--- config.mk ---
export PLATFORM = sky130hd
export DESIGN_NAME = rom_load_ctrl_flat
export DESIGN_NICKNAME = d
export VERILOG_FILES = /design/src/rtl/rom_load_ctrl_if.sv /design/src/rtl/rom_load_ctrl.sv /design/src/flat_wrapper.sv
export SDC_FILE = /design/constraint.sdc
export NUM_CORES = 1
export LEC_CHECK = 0
export CAP_MARGIN = 0
export CORE_MARGIN = 2
export CORE_UTILIZATION = 29
export DETAILED_ROUTE_END_ITERATION = 12
export PLACE_DENSITY = 0.59
export SLEW_MARGIN = 30
export SYNTH_ARGS = -nofsm -noshare
export SYNTH_HDL_FRONTEND = slang
export SYNTH_SLANG_ARGS = --single-unit
--- constraint.sdc ---
create_clock -name clk -period 5.2 [get_ports clk]
set_input_delay 1.56 -clock clk [delete_from_list [all_inputs] [get_ports clk]]
set_output_delay 1.56 -clock clk [all_outputs]
set_load 0.02 [all_outputs]
--- src/rtl/rom_load_ctrl_if.sv ---
// rtl/rom_load_ctrl_if.sv - byte stream and memory write port bundle for rom_load_ctrl
interface rom_load_ctrl_if #(
    parameter int DW = 32,
    parameter int AW = 12
);
    logic          byte_valid;
    logic [7:0]    byte_data;
    logic          byte_ready;
    logic          wen;
    logic [AW-1:0] w_addr;
    logic [DW-1:0] w_data;

    modport master (
        output byte_valid, byte_data,
        input  byte_ready, wen, w_addr, w_data
    );

    modport slave (
        input  byte_valid, byte_data,
        output byte_ready, wen, w_addr, w_data
    );
endinterface

--- src/rtl/rom_load_ctrl.sv ---
// rtl/rom_load_ctrl.sv - framed byte-stream loader for the instruction memory write port
module rom_load_ctrl #(
    parameter int DW      = 32,
    parameter int AW      = 12,
    parameter int MEM_NUM = 4096,
    parameter int TMO_CYC = 1000000
) (
    input  logic            clk,
    input  logic            rst,
    input  logic            start,
    rom_load_ctrl_if.slave  bif,
    output logic            cpu_hold,
    output logic            busy,
    output logic            done,
    output logic            err,
    output logic [1:0]      err_code,
    output logic [AW:0]     words_loaded
);
    localparam int IW = $clog2(TMO_CYC + 1);

    typedef enum logic [2:0] {IDLE, LEN, DATA, CHK, DONE, ERR} state_t;

    state_t        state;
    logic [1:0]    byte_cnt;
    logic [31:0]   len_r;
    logic [DW-1:0] word_r;
    logic [7:0]    csum;
    logic [IW-1:0] idle_cnt;
    logic          take;
    logic [31:0]   len_next;
    logic [DW-1:0] word_next;
    logic [7:0]    csum_next;

    assign bif.byte_ready = (state == LEN) || (state == DATA) || (state == CHK);
    assign take           = bif.byte_valid && bif.byte_ready;
    // Shifting in from the top makes the first byte land in bits 7:0 after four bytes.
    assign len_next       = {bif.byte_data, len_r[31:8]};
    assign word_next      = {bif.byte_data, word_r[DW-1:8]};
    assign csum_next      = csum + bif.byte_data;

    always_ff @(posedge clk) begin
        if (!rst) begin
            state        <= IDLE;
            byte_cnt     <= '0;
            len_r        <= '0;
            word_r       <= '0;
            csum         <= '0;
            idle_cnt     <= '0;
            bif.wen      <= 1'b0;
            bif.w_addr   <= '0;
            bif.w_data   <= '0;
            cpu_hold     <= 1'b0;
            busy         <= 1'b0;
            done         <= 1'b0;
            err          <= 1'b0;
            err_code     <= 2'd0;
            words_loaded <= '0;
        end else begin
            bif.wen <= 1'b0;
            if (take)
                idle_cnt <= '0;
            else if (bif.byte_ready)
                idle_cnt <= idle_cnt + 1'b1;

            case (state)
                IDLE, DONE, ERR: begin
                    if (start) begin
                        state        <= LEN;
                        cpu_hold     <= 1'b1;
                        busy         <= 1'b1;
                        done         <= 1'b0;
                        err          <= 1'b0;
                        err_code     <= 2'd0;
                        words_loaded <= '0;
                        byte_cnt     <= '0;
                        csum         <= '0;
                        idle_cnt     <= '0;
                    end
                end
                LEN: begin
                    if (take) begin
                        len_r    <= len_next;
                        byte_cnt <= byte_cnt + 2'd1;
                        if (byte_cnt == 2'd3) begin
                            if (len_next == 32'd0 || len_next > 32'(MEM_NUM)) begin
                                state    <= ERR;
                                err      <= 1'b1;
                                err_code <= 2'd1;
                                busy     <= 1'b0;
                            end else begin
                                state <= DATA;
                            end
                        end
                    end
                end
                DATA: begin
                    if (take) begin
                        word_r   <= word_next;
                        csum     <= csum_next;
                        byte_cnt <= byte_cnt + 2'd1;
                        if (byte_cnt == 2'd3) begin
                            bif.wen      <= 1'b1;
                            bif.w_addr   <= words_loaded[AW-1:0];
                            bif.w_data   <= word_next;
                            words_loaded <= words_loaded + 1'b1;
                            if (words_loaded + 1'b1 == len_r[AW:0])
                                state <= CHK;
                        end
                    end
                end
                CHK: begin
                    if (take) begin
                        busy <= 1'b0;
                        if (csum_next == 8'd0) begin
                            state    <= DONE;
                            done     <= 1'b1;
                            cpu_hold <= 1'b0;
                        end else begin
                            state    <= ERR;
                            err      <= 1'b1;
                            err_code <= 2'd2;
                        end
                    end
                end
                default: state <= IDLE;
            endcase

            // A stalled source aborts the download; cpu_hold stays set so a partial image never runs.
            if (!take && bif.byte_ready && idle_cnt == IW'(TMO_CYC - 1)) begin
                state    <= ERR;
                err      <= 1'b1;
                err_code <= 2'd3;
                busy     <= 1'b0;
            end
        end
    end
endmodule

--- src/flat_wrapper.sv ---
// flat-port wrapper written by rule: the top's interface ports become plain ports
module rom_load_ctrl_flat 
#(
    parameter int DW      = 32,
    parameter int AW      = 12,
    parameter int MEM_NUM = 4096,
    parameter int TMO_CYC = 1000000
)
  (clk, rst, start, cpu_hold, busy, done, err, err_code, words_loaded, bif_byte_valid, bif_byte_data, bif_byte_ready, bif_wen, bif_w_addr, bif_w_data);
  rom_load_ctrl_if #(.DW(DW), .AW(AW)) bif_i ();
  input  logic clk;
  input  logic rst;
  input  logic start;
  output logic cpu_hold;
  output logic busy;
  output logic done;
  output logic err;
  output logic [1:0] err_code;
  output logic [AW:0] words_loaded;
  input wire logic [$bits(bif_i.byte_valid)-1:0] bif_byte_valid;
  input wire logic [$bits(bif_i.byte_data)-1:0] bif_byte_data;
  output wire logic [$bits(bif_i.byte_ready)-1:0] bif_byte_ready;
  output wire logic [$bits(bif_i.wen)-1:0] bif_wen;
  output wire logic [$bits(bif_i.w_addr)-1:0] bif_w_addr;
  output wire logic [$bits(bif_i.w_data)-1:0] bif_w_data;
  assign bif_i.byte_valid = bif_byte_valid;
  assign bif_i.byte_data = bif_byte_data;
  assign bif_byte_ready = bif_i.byte_ready;
  assign bif_wen = bif_i.wen;
  assign bif_w_addr = bif_i.w_addr;
  assign bif_w_data = bif_i.w_data;
  rom_load_ctrl #(.DW(DW), .AW(AW), .MEM_NUM(MEM_NUM), .TMO_CYC(TMO_CYC)) u_core (.clk(clk), .rst(rst), .start(start), .bif(bif_i), .cpu_hold(cpu_hold), .busy(busy), .done(done), .err(err), .err_code(err_code), .words_loaded(words_loaded));
endmodule
==> results.ini <==
[finish]
fin_nets=952
antenna_cells=0
fin_area_um2=8745
multi_input_area_um2=3820
drive_gt1_share_pct=6.051
fillCellCount=2539
area_growth_pct=21.97
finalNonFillerCells=1266
seqCellArea_um2=3063

[synth]
synth.most_common_cell=nand2_1
synth_cell_types=62
synth_xor_xnor_area_share_pct=4.398
synthFlopType=dfxtp_1
syn_nets=909
synth_top_cells_by_count=nand2_1 (243), dfxtp_1 (153), a21boi_0 (74), nor2_1 (44), clkbuf_1 (35)
synth_top_cell_by_area=dfxtp_1
synth_top_area_share_pct=42.72
synth-compound-area-share_pct=19.25
synth_seq_area_share_pct=42.72
yosysWarnings=0
synth_top_family_by_area=simple AND/OR/NAND/NOR gates
netlist_area_um2=7169
async_flop_share_pct=0
synthCells=886
synth-edff-count=0
ys_ff_latch=153
synth_mux_area_share_pct=0.6981
avgSynthCellArea_um2=8.092
synthAdderAreaFrac_pct=2.024
yosys.area_share.simple_pct=26.79
synth_area_leaders=dfxtp_1 (43%), nand2_1 (13%), a21boi_0 (7.7%)

[clocking]
cts_root_buffer=clkbuf_16
cts_buffers=17
hold_buffers=0
clkTransAtPathRegs_ps=70
clock_sinks=153
clk-insertion-delay-late_ps=430
clk_path_buf_depth=2
cts_resized=0
cts_tree=built
ctsHtreeMaxLevel=4
post_cts_buffers=0

[global_routing]
antenna_found_initial=1
grt_pass1_vias=5648
grt_max_degree=104
grt_pass1_wl_um=29530
overflow=0
grt.total_usage_pct=14.02

[worst_setup_path]
end_kind=output port
critPathKind=register to output port
cp.required_ps=3640
crit_start=u_core.state[1]
path_max_fanout=16
timing.rr.start=u_core.words_loaded[0]
cp.arrival_ps=2330
critPathLaunchType=register

[power_and_ir_drop]
ir_drop_uv=177.0
p_total_mw=2.965
power.density_nw_per_um2=339.0
leakagePower_nw=2.894

[die]
num_rows=57
initial_utilization_pct=29.48
coreArea_um2=24320
io_pins=77
die-area_um2=26000
chipWidth_um=161.2
die_h_um=161.2

[drt]
postRouteAntennaNets=0
detail_route.drc_violations=0
vias=6068
wl_per_cell_um=14.18
drt_iter0_markers=372
dr.pass1.iters=4
routed_wl_um=17960
routed_via_density=4.793

[placement]
hpwl_um=12240
placed_cell_area_um2=8145
io_buffers=76
routabilityCongestion=0.8044
dp_cells=1234

[sta]
finalSetupViolCount=0
post-route-min-period_ps=3892
drv_slew=0
finalSetupTns_ps=0
slew_headroom_pct=43.69
rsz0062_at_grt=false
worst_pin_slew_ps=844.6
report.final.hold_viol_count=0
hold_slack_ps=451.8
skew_ps=18.43
fmax_mhz=257.0
finalCritPeriodShare_pct=74.84

[job]
max-cap-violations=0

[run_status]
outcome=completed

[min_path]
hold_path.startpoint=u_core.bif.w_data[15]
hold_class=register to register

where the power goes:
group / total (mW) / switching, mW / internal (mW)
combinational: 0.437 / 0.279 / 0.158
clock: 1.26 / 0.572 / 0.690
sequential: 1.27 / 0.0519 / 1.21
flip-flops by register name (all words and copies together), names as in the netlist:
signal               cells
u_core.bif.w_addr       12
u_core.bif.w_data       32
u_core.bif.wen           1
u_core.busy              1
u_core.byte_cnt          2
u_core.cpu_hold          1
u_core.csum              8
u_core.done              1
u_core.err               1
u_core.err_code          2
u_core.idle_cnt         20
u_core.len_r            32
u_core.state             3
u_core.word_r           24
u_core.words_loaded     13
placed cells by master, fill, tap and decap left out, types with 12 or more instances in the layout:
cell	instances
nand2_1	242
dfxtp_1	153
clkdlybuf4s50_1	75
a21boi_0	74
nor2_1	42
a21boi_1	32
o21ai_0	30
a21oi_1	29
xnor2_1	20
nand3_1	19
nor3_1	17
clkbuf_16	17
xor2_1	16
nor2b_1	15
and3_1	12
worst max-delay path: stages, from the launching register on:
cell and delay (ps):
dfxtp_1 710, o21bai_1 350, inv_1 220, clkdlybuf4s50_1 630
per-stage QoR:
step / util [%] / setup WS, ps
after global placement: 33.49 / 949.9
after detailed placement: 33.49 / 910.5
after CTS: 35.96 / 1295
after floorplan: - / 1762
after global routing: 35.96 / 1203
final: 35.96 / 1308
logic make-up after synthesis:
kind of cell | after synthesis
XOR/XNOR | 36
buffers and inverters | 69
flip-flops | 153
AO/OA/AOI/OAI | 198
adder cells (fa/ha/maj) | 11
AND/OR/NAND/NOR | 414
multiplexers | 5
metal layers:
layer / GRT usage [%] / vias up / wire, µm / share of wire, %
met2: 21.99 / 104 / 8126 / 45
met4: 3.896 / 2 / 172 / 0.96
met5: 0 / - / 11 / 0.061
li1: - / 3093 / - / -
met1: 19.52 / 2851 / 8961 / 50
met3: 2.953 / 18 / 684 / 3.8
area by class of cell:
| class | count | share of cell area (%) |
|---|---|---|
| multi-input combinational | 664 | 43.68 |
| inverter | 11 | 0.4722 |
| tap | 324 | 4.636 |
| timing repair buffer | 82 | 9.329 |
| sequential | 153 | 35.03 |
| clock inverter | 15 | 1.989 |
| clock buffer | 17 | 4.865 |
path summary, 6_finish.rpt:
kind / slack [ps] / depth (start not counted) / to
setup / recovery: 1310 / 3 / bif_byte_ready
hold reg to reg: 450 / 2 / u_core.bif.w_data[15]
hold / removal: 450 / 2 / u_core.bif.w_data[15]
setup reg to reg: 2370 / 8 / u_core.state[0]
Note: power is estimated with default switching activity, not from simulation.
